## src/rtl/paint_pkg.sv

```systemverilog
`default_nettype none
// ============================================================================
// Module   : paint_pkg
// Brief    : Shared types and default constants for the paint colour
//            calibration path (state encoding, RGB pixel struct, window and
//            frame defaults, absolute-difference helper).
// Revision : 1.0 - initial release
// ============================================================================
package paint_pkg;

    typedef enum logic [1:0] {
        IDLE  = 2'd0,
        ARM   = 2'd1,
        ACCUM = 2'd2,
        DONE  = 2'd3
    } calib_state_t;

    typedef struct packed {
        logic [7:0] r;
        logic [7:0] g;
        logic [7:0] b;
    } rgb_t;

    localparam int DEF_WIN_X0      = 312;
    localparam int DEF_WIN_Y0      = 232;
    localparam int DEF_LOG2_WIN    = 4;
    localparam int DEF_LOG2_FRAMES = 2;
    localparam int DEF_TOL         = 24;

    // |a - b| evaluated at 9-bit signed width so that 0 - 255 is representable
    function automatic logic [8:0] abs_diff9(input logic [7:0] a, input logic [7:0] b);
        logic signed [8:0] d;
        logic signed [8:0] n;
        d = $signed({1'b0, a}) - $signed({1'b0, b});
        n = -d;
        return d[8] ? $unsigned(n) : $unsigned(d);
    endfunction

endpackage
`default_nettype wire

```

## src/rtl/rgb_accumulator.sv

```systemverilog
`default_nettype none
// ============================================================================
// Module   : rgb_accumulator
// Brief    : Three independent per-channel running sums of an RGB stream,
//            with synchronous clear (priority) and add enable.
// Revision : 1.0 - initial release
// ============================================================================
module rgb_accumulator
    import paint_pkg::*;
#(
    parameter int ACC_W = 18
) (
    input  logic             clk,
    input  logic             reset,
    input  logic             clear,
    input  logic             add_en,
    input  rgb_t             pix_in,
    output logic [ACC_W-1:0] sum_r,
    output logic [ACC_W-1:0] sum_g,
    output logic [ACC_W-1:0] sum_b
);

    // Running sums; clear wins over add so a restart never inherits a pixel
    always_ff @(posedge clk or posedge reset) begin
        if (reset) begin
            sum_r <= '0;
            sum_g <= '0;
            sum_b <= '0;
        end else if (clear) begin
            sum_r <= '0;
            sum_g <= '0;
            sum_b <= '0;
        end else if (add_en) begin
            sum_r <= sum_r + ACC_W'(pix_in.r);
            sum_g <= sum_g + ACC_W'(pix_in.g);
            sum_b <= sum_b + ACC_W'(pix_in.b);
        end
    end

endmodule
`default_nettype wire

```

## src/rtl/color_calibrator.sv

```systemverilog
`default_nettype none
// ============================================================================
// Module   : color_calibrator
// Brief    : Averages the pixels of a square window at screen centre over
//            2^LOG2_FRAMES frames on a calibrate request, latches the result
//            as the reference paint colour and raises get_color.
//            Optional live colour-match output built when COLOR_MATCH_EN is
//            defined; otherwise pix_match is tied low.
// Revision : 1.0 - initial release
// ============================================================================
module color_calibrator
    import paint_pkg::*;
#(
    parameter int WIN_X0      = DEF_WIN_X0,
    parameter int WIN_Y0      = DEF_WIN_Y0,
    parameter int LOG2_WIN    = DEF_LOG2_WIN,
    parameter int LOG2_FRAMES = DEF_LOG2_FRAMES,
    parameter int TOL         = DEF_TOL
) (
    input  logic       clk,
    input  logic       reset,
    input  logic       start,
    input  logic       frame_start,
    input  logic       pix_valid,
    input  logic [9:0] pix_x,
    input  logic [9:0] pix_y,
    input  logic [7:0] pix_r,
    input  logic [7:0] pix_g,
    input  logic [7:0] pix_b,
    output logic       busy,
    output logic       get_color,
    output logic [7:0] ref_r,
    output logic [7:0] ref_g,
    output logic [7:0] ref_b,
    output logic       pix_match
);

    // Average = sum >> SHIFT; the sum width guarantees no overflow
    localparam int SHIFT = 2 * LOG2_WIN + LOG2_FRAMES;
    localparam int ACC_W = 8 + SHIFT;
    localparam int FC_W  = (LOG2_FRAMES > 0) ? LOG2_FRAMES : 1;
    localparam logic [FC_W-1:0] FC_LAST = FC_W'((1 << LOG2_FRAMES) - 1);

    // Window bounds widened by one bit so the exclusive upper edge never wraps
    localparam logic [10:0] X_LO = 11'(WIN_X0);
    localparam logic [10:0] X_HI = 11'(WIN_X0 + (1 << LOG2_WIN));
    localparam logic [10:0] Y_LO = 11'(WIN_Y0);
    localparam logic [10:0] Y_HI = 11'(WIN_Y0 + (1 << LOG2_WIN));

    calib_state_t     state;
    calib_state_t     next_state;
    logic [FC_W-1:0]  frame_cnt;
    logic             in_win;
    logic             acc_clear;
    logic             acc_add;
    logic             frame_inc;
    logic             ref_load;
    rgb_t             pix_rgb;
    logic [ACC_W-1:0] sum_r;
    logic [ACC_W-1:0] sum_g;
    logic [ACC_W-1:0] sum_b;
    logic             unused_bits;

    assign in_win = ({1'b0, pix_x} >= X_LO) && ({1'b0, pix_x} < X_HI) &&
                    ({1'b0, pix_y} >= Y_LO) && ({1'b0, pix_y} < Y_HI);

    assign pix_rgb = {pix_r, pix_g, pix_b};

    rgb_accumulator #(
        .ACC_W (ACC_W)
    ) u_acc (
        .clk    (clk),
        .reset  (reset),
        .clear  (acc_clear),
        .add_en (acc_add),
        .pix_in (pix_rgb),
        .sum_r  (sum_r),
        .sum_g  (sum_g),
        .sum_b  (sum_b)
    );

    // State register
    always_ff @(posedge clk or posedge reset) begin
        if (reset) state <= IDLE;
        else       state <= next_state;
    end

    // Next-state and datapath control; the terminating frame_start's own pixel
    // belongs to the following frame and is therefore not summed
    always_comb begin
        next_state = state;
        acc_clear  = 1'b0;
        acc_add    = 1'b0;
        frame_inc  = 1'b0;
        ref_load   = 1'b0;
        case (state)
            IDLE: begin
                if (start) begin
                    next_state = ARM;
                    acc_clear  = 1'b1;
                end
            end
            ARM: begin
                if (frame_start) begin
                    next_state = ACCUM;
                    acc_add    = pix_valid & in_win;
                end
            end
            ACCUM: begin
                if (frame_start && (frame_cnt == FC_LAST)) begin
                    next_state = DONE;
                    ref_load   = 1'b1;
                end else begin
                    acc_add   = pix_valid & in_win;
                    frame_inc = frame_start;
                end
            end
            DONE: begin
                if (start) begin
                    next_state = ARM;
                    acc_clear  = 1'b1;
                end
            end
            default: next_state = IDLE;
        endcase
    end

    // Frame counter, restarted together with the accumulators
    always_ff @(posedge clk or posedge reset) begin
        if (reset)          frame_cnt <= '0;
        else if (acc_clear) frame_cnt <= '0;
        else if (frame_inc) frame_cnt <= frame_cnt + 1'b1;
    end

    // Reference colour holds its old value until a new average is loaded
    always_ff @(posedge clk or posedge reset) begin
        if (reset) begin
            ref_r <= '0;
            ref_g <= '0;
            ref_b <= '0;
        end else if (ref_load) begin
            ref_r <= sum_r[ACC_W-1:SHIFT];
            ref_g <= sum_g[ACC_W-1:SHIFT];
            ref_b <= sum_b[ACC_W-1:SHIFT];
        end
    end

    assign busy      = (state == ARM) || (state == ACCUM);
    assign get_color = (state == DONE);

`ifdef COLOR_MATCH_EN
    localparam logic [8:0] TOL9 = 9'(TOL);

    logic match_next;

    assign match_next = get_color & pix_valid &
                        (abs_diff9(pix_r, ref_r) <= TOL9) &
                        (abs_diff9(pix_g, ref_g) <= TOL9) &
                        (abs_diff9(pix_b, ref_b) <= TOL9);

    // Live pixel match against the reference, one cycle behind the pixel
    always_ff @(posedge clk or posedge reset) begin
        if (reset) pix_match <= 1'b0;
        else       pix_match <= match_next;
    end

    // Fractional sum bits fall below the averaged reference
    assign unused_bits = ^{sum_r[SHIFT-1:0], sum_g[SHIFT-1:0], sum_b[SHIFT-1:0]};
`else
    assign pix_match = 1'b0;

    // Fractional sum bits and the tolerance have no consumer in this build
    assign unused_bits = (^{sum_r[SHIFT-1:0], sum_g[SHIFT-1:0], sum_b[SHIFT-1:0]}) ^
                         (TOL != 0);
`endif

endmodule
`default_nettype wire
```

## config.mk

```make
export PLATFORM = sky130hd
export DESIGN_NAME = color_calibrator
export DESIGN_NICKNAME = d
export VERILOG_FILES = /design/src/rtl/paint_pkg.sv /design/src/rtl/rgb_accumulator.sv /design/src/rtl/color_calibrator.sv
export SDC_FILE = /design/constraint.sdc
export NUM_CORES = 1
export LEC_CHECK = 0
export BUFFER_PORTS_ARGS = -buffer_cell sky130_fd_sc_hd__clkbuf_2
export CORE_MARGIN = 1.5
export CORE_UTILIZATION = 30
export CTS_CLUSTER_SIZE = 28
export DETAILED_ROUTE_END_ITERATION = 16
export PLACE_DENSITY_LB_ADDON = 0.25
export SYNTH_ARGS = -nofsm -noshare
export SYNTH_HDL_FRONTEND = slang
export SYNTH_SLANG_ARGS = --single-unit
```

## constraint.sdc

```tcl
create_clock -name clk -period 3.27 [get_ports clk]
set_input_delay 0.327 -clock clk [delete_from_list [all_inputs] [get_ports clk]]
set_output_delay 0.327 -clock clk [all_outputs]
set_load 0.05 [all_outputs]
```

==> run metrics <==
final WL ~11 mm; Clk Latency, worst-skew pair between 0.3 and 0.4 ns; Synth top area share around 44%; final core occ 36.2%; Initial DRC Count about 230; Buf+Inv Stages, Crit Path 1; Post-synth EDFFs 0; Max stage delay on crit path ~0.55 ns; via count about 3.6k; largest cells by area after synthesis dfrtp_1 (44%), ha_1 (7.8%), mux2_2 (5.6%); critical path type register to register; Post-layout nets ~600; cells after synthesis 446; hold slack between 0.1 and 0.15 ns; pwr dens roughly 460 nW/um2; I/O Buffers a little under 70; Crit path required time ~3.5 ns; Syn Std Cell Area ~4600 um2; Non-Filler Instances ~710; crit end category register; row cnt 45; total track usage 13.9%; Die Span X around 130 um; Top FF cell, synth dfrtp_1; CTS tree done; Seq/Total Area, Yosys 44.4%; Top Ports 76; fill count 1521; commonest cells in the netlist dfrtp_1 (82), nand2_1 (41), o21ai_0 (41); 1st-pass router iterations 4; Final Wtd Congestion roughly 0.80; clk sinks approximately 80; vias in the first global route between 3k and 4k; # diodes 0; Layout area overhead 18.7%; Core Area about 15000 um2; worst path arrival time 3.01 ns; Worst-path clk slew roughly 0.060 ns; Synth Register Bits 82; count of cell types in the netlist 46; crit-path cells inv_1 -> ha_1 -> nor2_1 -> nor4b_4 -> o2111ai_1 -> or3_1 -> a21oi_1; worst rel slew slack a little over two fifths; syn_nets approximately 530; P_leak about 2.7 nW; postcts setup bufs 0; Final Hold Fails 0; Period minus WS final 2.76 ns; Die ar. 16200 um2; first-pass GRT wire length about 18 mm; most frequent cell after synthesis dfrtp_1; Starting Density a little under a third; drc violations 0; CTS buffer count 9; Yosys warnings 0; crit-path max FO 9; ANT nets after route 0; cts hold-fix bufs 0; Critical Path Start Type register; Max Cap Viol 0; max frequency 363 MHz; outcome complete, no violations; Design Power 2.55 mW; Async SR Flop Fraction 100%; post-route clock skew 0.00573 ns; grt total ovfl 0; RSZ-0062 raised after global routing no; Max clock buf depth 2; largest area contributor in the netlist dfrtp_1; Hold WC Path Type input pin to async pin; Vias/cell approximately 5.0; Resized cells post-CTS 0; WL/cell ~15 um; Final setup viols 0; crit path max-delay cell type nor4b_4; Slew @ Worst Pin 0.872 ns; Final period util between 80% and 90%; VDD IR max ~0.34 mV; post-DP HPWL between 7 and 8 mm; CTS root buf clkbuf_16; Final TNS setup 0 ns; placed insts just under 700; initial antenna violation count 0; Slew Viols, Final 0; share of cells above drive strength 1 between 20% and 30%; Mapped Avg Cell Area 10.4 um2; htree depth 3; largest net degree at the start of global routing 53; delay-heaviest family, CP simple AND/OR/NAND/NOR gates; die span in y 127 um
-- metal layers --
layer / global-route usage (%) / up-vias / wire length (um)
met5: 0 / - / 0
met4: 6.02 / 0 / 180
met2: 22.2 / 61 / 4880
met1: 18.4 / 1731 / 5140
met3: 2.81 / 12 / 393
li1: - / 1773 / -
-- where the power goes --
group          total [mW]  internal [mW]  switching (mW)
clock               0.970          0.558           0.412
sequential           1.06           1.04          0.0227
combinational       0.519          0.147           0.372
-- cells by family (layout without fill, tap and decap cells) --
logic type	Yosys count	count (layout)	synth area share, %
adders and majority gates	32	32	9.15
muxes	39	39	9.07
and+or+nand+nor	121	121	13.7
xor gates and xnor gates	20	20	3.79
buffers and inverters	28	105	2.38
AOI/OAI and AO/OA	123	123	17.5
other	1	1	0.0811
DFF	82	82	44.4
-- layout by cell type, fill, tap and decap left out, types with 3 or more instances in the layout --
master	synthesis	routed
clkbuf_2	0	68
nand3_1	35	35
o211ai_1	13	13
and2_1	3	3
xor2_1	13	13
mux2_2	23	23
nand2_1	41	41
nand2b_1	10	10
o2111ai_1	4	4
ha_1	29	29
xnor2_1	7	7
or3_1	8	8
mux2i_1	16	16
o31ai_1	6	6
nor2_1	7	7
clkbuf_16	0	9
a21oi_1	22	22
and3_1	3	3
inv_1	12	11
a211oi_1	17	17
a21o_1	9	9
fa_1	3	3
o21a_1	5	5
o21ai_0	41	41
buf_4	1	9
dfrtp_1	82	82
-- cell type report --
cell class	instances	area, um2	area share, %
multi-input cells	336	2460	44.9
well taps	188	235	4.29
flip-flops and latches	82	2050	37.4
inverters	12	46.3	0.844
repair buffers	77	408	7.43
clock buffers	13	260	4.74
clock inverters	3	23.8	0.433
-- through the flow --
| stage | setup WS, ns | area, um2 |
|---|---|---|
| 4_1_cts | 0.472 | 5490 |
| 3_3_place_gp | 0.493 | 5200 |
| 6_report | 0.514 | 5490 |
| 3_5_place_dp | 0.458 | 5200 |
| 2_1_floorplan | 0.835 | 4620 |
| 5_1_grt | 0.259 | 5490 |
-- registers in the layout, summed over array words and instances (netlist names) --
name and flops:
ref_r 8, u_acc.sum_b 18, ref_b 8, u_acc.sum_g 18, state 2, ref_g 8, u_acc.sum_r 18, frame_cnt 2
-- path summary, 6_finish.rpt --
path                                      start  slack [ns]  cells after the start              end
worst max-delay path                   state[0]        0.51                      7  u_acc.sum_g[16]
worst max register to register         state[0]        0.51                      7  u_acc.sum_g[16]
min in group clk                       pix_b[0]        0.29                      4   u_acc.sum_b[0]
max in group asynchronous                 reset        2.40                      3   u_acc.sum_b[5]
worst min-delay path                      reset        0.10                      2   u_acc.sum_g[2]
worst min register to register  u_acc.sum_b[17]        0.48                      1  u_acc.sum_b[17]
(Power assumes the default switching activity.)
